$ cat src/rtl/simplez_pkg.sv
// Shared definitions for the Simplez memory subsystem: word/address widths,
// arbiter state encoding and requester IDs.
package simplez_pkg;

    localparam int AW = 9;
    localparam int DW = 12;

    typedef enum logic [1:0] {
        IDLE   = 2'd0,
        ACCESS = 2'd1,
        RESP   = 2'd2
    } state_t;

    localparam logic REQ_CPU = 1'b0;
    localparam logic REQ_LDR = 1'b1;

endpackage

$ cat src/rtl/mem_arb_pick.sv
// Combinational winner picker for the two-port memory arbiter.
// MEM_ARB_ROUND_ROBIN_EN defined: a tie goes to the port not granted last.
// MEM_ARB_ROUND_ROBIN_EN undefined: the CPU always wins a tie.
module mem_arb_pick
    import simplez_pkg::*;
(
    input  logic cpu_req,
    input  logic ldr_req,
    input  logic last,
    output logic win
);

`ifdef MEM_ARB_ROUND_ROBIN_EN
    // Round-robin: on a tie, favour whichever port was not served last.
    always_comb begin
        win = REQ_CPU;
        if (cpu_req && ldr_req) begin
            win = (last == REQ_CPU) ? REQ_LDR : REQ_CPU;
        end else if (ldr_req) begin
            win = REQ_LDR;
        end
    end
`else
    // Fixed priority ignores the last-grant pointer.
    logic unused_last;
    assign unused_last = last;

    // Fixed priority: the loader only wins when the CPU is not asking.
    always_comb begin
        win = REQ_CPU;
        if (ldr_req && !cpu_req) begin
            win = REQ_LDR;
        end
    end
`endif

endmodule

$ cat src/rtl/mem_arbiter.sv
// Two-port arbiter/sequencer for the Simplez 512x12 main memory.
// Serialises CPU and loader requests into one-word cycles:
// IDLE -> ACCESS (memory acts on the falling edge) -> RESP (ack + data).
// Optional round-robin tie-break: define MEM_ARB_ROUND_ROBIN_EN.
module mem_arbiter
    import simplez_pkg::*;
#(
    parameter int AW = simplez_pkg::AW,
    parameter int DW = simplez_pkg::DW
) (
    input  logic          clk,
    input  logic          rstn,

    input  logic          cpu_req,
    input  logic          cpu_we,
    input  logic [AW-1:0] cpu_addr,
    input  logic [DW-1:0] cpu_wdata,
    output logic          cpu_ack,
    output logic [DW-1:0] cpu_rdata,

    input  logic          ldr_req,
    input  logic          ldr_we,
    input  logic [AW-1:0] ldr_addr,
    input  logic [DW-1:0] ldr_wdata,
    output logic          ldr_ack,
    output logic [DW-1:0] ldr_rdata,

    output logic [AW-1:0] mem_addr,
    output logic          mem_wr,
    output logic [DW-1:0] mem_wdata,
    input  logic [DW-1:0] mem_rdata,

    output logic          busy
);

    state_t state;
    logic   win;
    logic   id;
    logic   last_grant;

    mem_arb_pick u_pick (
        .cpu_req (cpu_req),
        .ldr_req (ldr_req),
        .last    (last_grant),
        .win     (win)
    );

`ifdef MEM_ARB_ROUND_ROBIN_EN
    // Remember the port granted most recently; reset state makes the CPU win the first tie.
    always_ff @(posedge clk or negedge rstn) begin
        if (!rstn) begin
            last_grant <= REQ_LDR;
        end else if (state == IDLE && (cpu_req || ldr_req)) begin
            last_grant <= win;
        end
    end
`else
    assign last_grant = REQ_LDR;
`endif

    // Transaction sequencer: latch the winner in IDLE, strobe memory in ACCESS,
    // return the pre-write word with a one-cycle ack in RESP.
    always_ff @(posedge clk or negedge rstn) begin
        if (!rstn) begin
            state     <= IDLE;
            id        <= REQ_CPU;
            mem_addr  <= '0;
            mem_wr    <= 1'b0;
            mem_wdata <= '0;
            busy      <= 1'b0;
            cpu_ack   <= 1'b0;
            ldr_ack   <= 1'b0;
            cpu_rdata <= '0;
            ldr_rdata <= '0;
        end else begin
            case (state)
                IDLE: begin
                    cpu_ack <= 1'b0;
                    ldr_ack <= 1'b0;
                    if (cpu_req || ldr_req) begin
                        id        <= win;
                        mem_addr  <= (win == REQ_LDR) ? ldr_addr  : cpu_addr;
                        mem_wr    <= (win == REQ_LDR) ? ldr_we    : cpu_we;
                        mem_wdata <= (win == REQ_LDR) ? ldr_wdata : cpu_wdata;
                        busy      <= 1'b1;
                        state     <= ACCESS;
                    end
                end
                ACCESS: begin
                    // mem_rdata was refreshed on this cycle's falling edge.
                    mem_wr <= 1'b0;
                    state  <= RESP;
                    if (id == REQ_LDR) begin
                        ldr_rdata <= mem_rdata;
                        ldr_ack   <= 1'b1;
                    end else begin
                        cpu_rdata <= mem_rdata;
                        cpu_ack   <= 1'b1;
                    end
                end
                RESP: begin
                    cpu_ack <= 1'b0;
                    ldr_ack <= 1'b0;
                    busy    <= 1'b0;
                    state   <= IDLE;
                end
                default: begin
                    cpu_ack <= 1'b0;
                    ldr_ack <= 1'b0;
                    mem_wr  <= 1'b0;
                    busy    <= 1'b0;
                    state   <= IDLE;
                end
            endcase
        end
    end

endmodule

$ cat config.mk
export PLATFORM = sky130hd
export DESIGN_NAME = mem_arbiter
export DESIGN_NICKNAME = d
export VERILOG_FILES = /design/src/rtl/simplez_pkg.sv /design/src/rtl/mem_arb_pick.sv /design/src/rtl/mem_arbiter.sv
export SDC_FILE = /design/constraint.sdc
export NUM_CORES = 1
export LEC_CHECK = 0
export CAP_MARGIN = 20
export CORE_ASPECT_RATIO = 0.8
export CORE_UTILIZATION = 44
export CTS_CLUSTER_DIAMETER = 30
export DETAILED_ROUTE_END_ITERATION = 6
export PLACE_DENSITY_LB_ADDON = 0.1
export SLEW_MARGIN = 20
export SYNTH_ARGS = -nofsm -noshare
export SYNTH_HDL_FRONTEND = slang
export SYNTH_HIERARCHICAL = 1
export SYNTH_SLANG_ARGS = --single-unit
$ cat constraint.sdc
create_clock -name clk -period 2.2 [get_ports clk]
set_input_delay 0.44 -clock clk [delete_from_list [all_inputs] [get_ports clk]]
set_output_delay 0.44 -clock clk [all_outputs]
set_load 0.05 [all_outputs]
==> key figures <==
Clock network
  – CTS clk-pin slew, worst paths: 0.10 ns
  – Clock Path Buffers: 2
  – Htree depth: 2
  – Clk Tree Root Cell: clkbuf_8
  – Post-CTS setup repair buffer count: 0
  – CTS Buf Count: 5
  – CTS tree: done
  – Post-cts gate resize count: 0
  – Worst skew pair latency: 0.30 ns
  – CTS sink count: 52

Critical path
  – CP Cell Sequence: clkdlybuf4s50_1
  – Crit path buf inv count: 1
  – R2R setup slack: 0.77 ns
  – Critical path's top delay family: buffers and inverters
  – Critical R2R Capture: cpu_rdata[11]
  – Worst Setup Path Type: reg2out
  – Critical path arrival: 1.52 ns
  – Slowest cell on the critical path: clkdlybuf4s50_1
  – Worst-path fanout max: 2
  – Worst R2R Path Depth: 4
  – Critical Path RT: 1.76 ns
  – Critical path startpoint category: flip-flop
  – Crit-path max cell delay: 0.83 ns
  – Worst r2r src: state[1]
  – CP Capture Type: output pin

GRT
  – Initial antenna violation count: 0
  – Total grt overflow: 0
  – Vias in the first global route: 1,609
  – First-pass GRT wire length: 8.031 mm
  – Largest net degree at the start of global routing: 51
  – Total GRT Usage: 18.78%

Route
  – TritonRoute pass-1 iters: 6
  – Post-route antenna net violation count: 0
  – Post-route DRC: 16
  – Initial DRC count: 34
  – Vias: 1,546
  – Detailed Route WL: 4.818 mm
  – DR vias/cell: 4.831
  – Per-cell routed wire length: 15.06 um

Worst hold path
  – Tightest Hold Check Type: in2async

Timing
  – Setup_tns: 0 ns
  – Slew @ Worst Pin: 0.5251 ns
  – Relative slew slack: 64.88%
  – Setup-failing EPs final: 0
  – Unrepaired setup endpoints after global routing: false
  – Period utilization: 88.89%
  – Post-route minimum period: 1.955 ns
  – F_max: 511.4 MHz
  – Max-slew violations: 0
  – Fin. Hold Viols: 0
  – Worst Clk Skew: 0.01209 ns

Floorplanning
  – Die area: 0.005668 sq mm
  – Core area: 0.005094 sq mm
  – I/O pin count: 109
  – Die X: 83.92 um
  – Initial Utilization: 46.38%
  – Num rows: 23
  – Die Ht: 67.54 um

Outcome
  – Failing checks: DRC
  – Outcome: finished, violations left

Job
  – Max-cap violations: 0

Pwr
  – Total Power: 6.236 mW
  – Peak VDD IR: 900.7 uV
  – P_leak: 1.577 nW
  – Power per standard cell area: 1712 mW/mm^2

Yosys
  – Mapped Avg Cell Area: 16.52 sq um
  – YS warnings: 6
  – Cell Area, Synth: 0.002362 sq mm
  – Gate Count Post-Synth: 143
  – Syn nets: 203

Finish
  – Final net count: 317
  – Fillers: 374
  – Diode count: 0
  – Area grow syn2layout: 54.18%
  – Layout cells sized above 1: 32.95%

Place
  – Port bufs: 108
  – GP Congestion: 0.6684
  – Dpl hpwl: 3.589 mm
## metal layers
layer  routed length, um  global-route usage, %
met1                2216                  25.08
met2                2196                  30.33
met3                 351                  4.645
met4                  53                  6.681
met5                   0                      0
## report_power, final
group	internal [mW]	total [mW]	switching (mW)
Sequential	1.44	1.72	0.286
Clock	0.338	0.643	0.305
Combinational	1.64	3.87	2.23
Total	3.42	6.24	2.82
## placed cells by master (no fill, tap or decap)
cell type	count
nand2_4	1
nor2_1	3
nand2b_4	1
mux2_1	1
nor3_4	1
clkbuf_1	1
buf_2	1
clkdlybuf4s50_1	107
a21oi_1	2
nor2_2	1
or3_1	1
buf_12	4
inv_2	1
dfrtp_1	52
mux2_2	38
clkbuf_8	5
mux2_4	28
inv_1	2
bufinv_16	1
o21ai_0	1
nor2b_4	1
a21o_1	1
buf_4	1
clkinv_2	1
dlygate4sd3_1	1
mux2i_1	1
## worst max-delay path by stage
stage / end / slack (ns) / from / cells after the start
after floorplan: mem_wdata[0] / 0.71 / ldr_req / 5
after global placement: mem_wdata[2] / 0.20 / ldr_req / 5
after detailed placement: mem_wdata[11] / 0.17 / ldr_req / 5
after CTS: cpu_rdata[6] / 0.24 / cpu_rdata[6] / 1
after global routing: cpu_rdata[0] / 0.22 / cpu_rdata[0] / 1
final: cpu_rdata[6] / 0.24 / cpu_rdata[6] / 1
## through the flow
stage | hold WS, ns | setup WS, ns | util (%) | instance area [sq um] | std cells
5_1_grt | 0.4702 | 0.2180 | 71.51 | 3642 | 320
4_1_cts | 0.4530 | 0.2356 | 71.51 | 3642 | 320
2_1_floorplan | 0.1444 | 0.7110 | - | 2362 | 143
3_5_place_dp | 0.2504 | 0.1746 | 69.20 | 3525 | 311
6_report | 0.4692 | 0.2445 | 71.51 | 3642 | 320
3_3_place_gp | 0.2466 | 0.2007 | 69.20 | 3525 | 311
## area by class of cell
type | count | area [sq um] | area share, %
Inverter | 3 | 11.26 | 0.3092
Multi-Input combinational cell | 81 | 970.9 | 26.66
Clock buffer | 6 | 72.57 | 1.992
Sequential cell | 52 | 1301 | 35.73
Tap cell | 62 | 77.57 | 2.130
Timing Repair Buffer | 114 | 1174 | 32.22
Clock inverter | 2 | 35.03 | 0.9619
## flip-flops by register name, indices dropped and copies added, names as in the netlist
register and count:
mem_wr 1, mem_addr 9, ldr_ack 1, cpu_rdata 12, ldr_rdata 12, id 1
state 2, mem_wdata 12, busy 1, cpu_ack 1
## what timing repair did
action / CTS / global route
hold endpoints to repair: 2 / 0
setup endpoints to repair: 0 / 0
hold buffers: 1 / 0
Note: power is estimated with default switching activity, not from simulation.
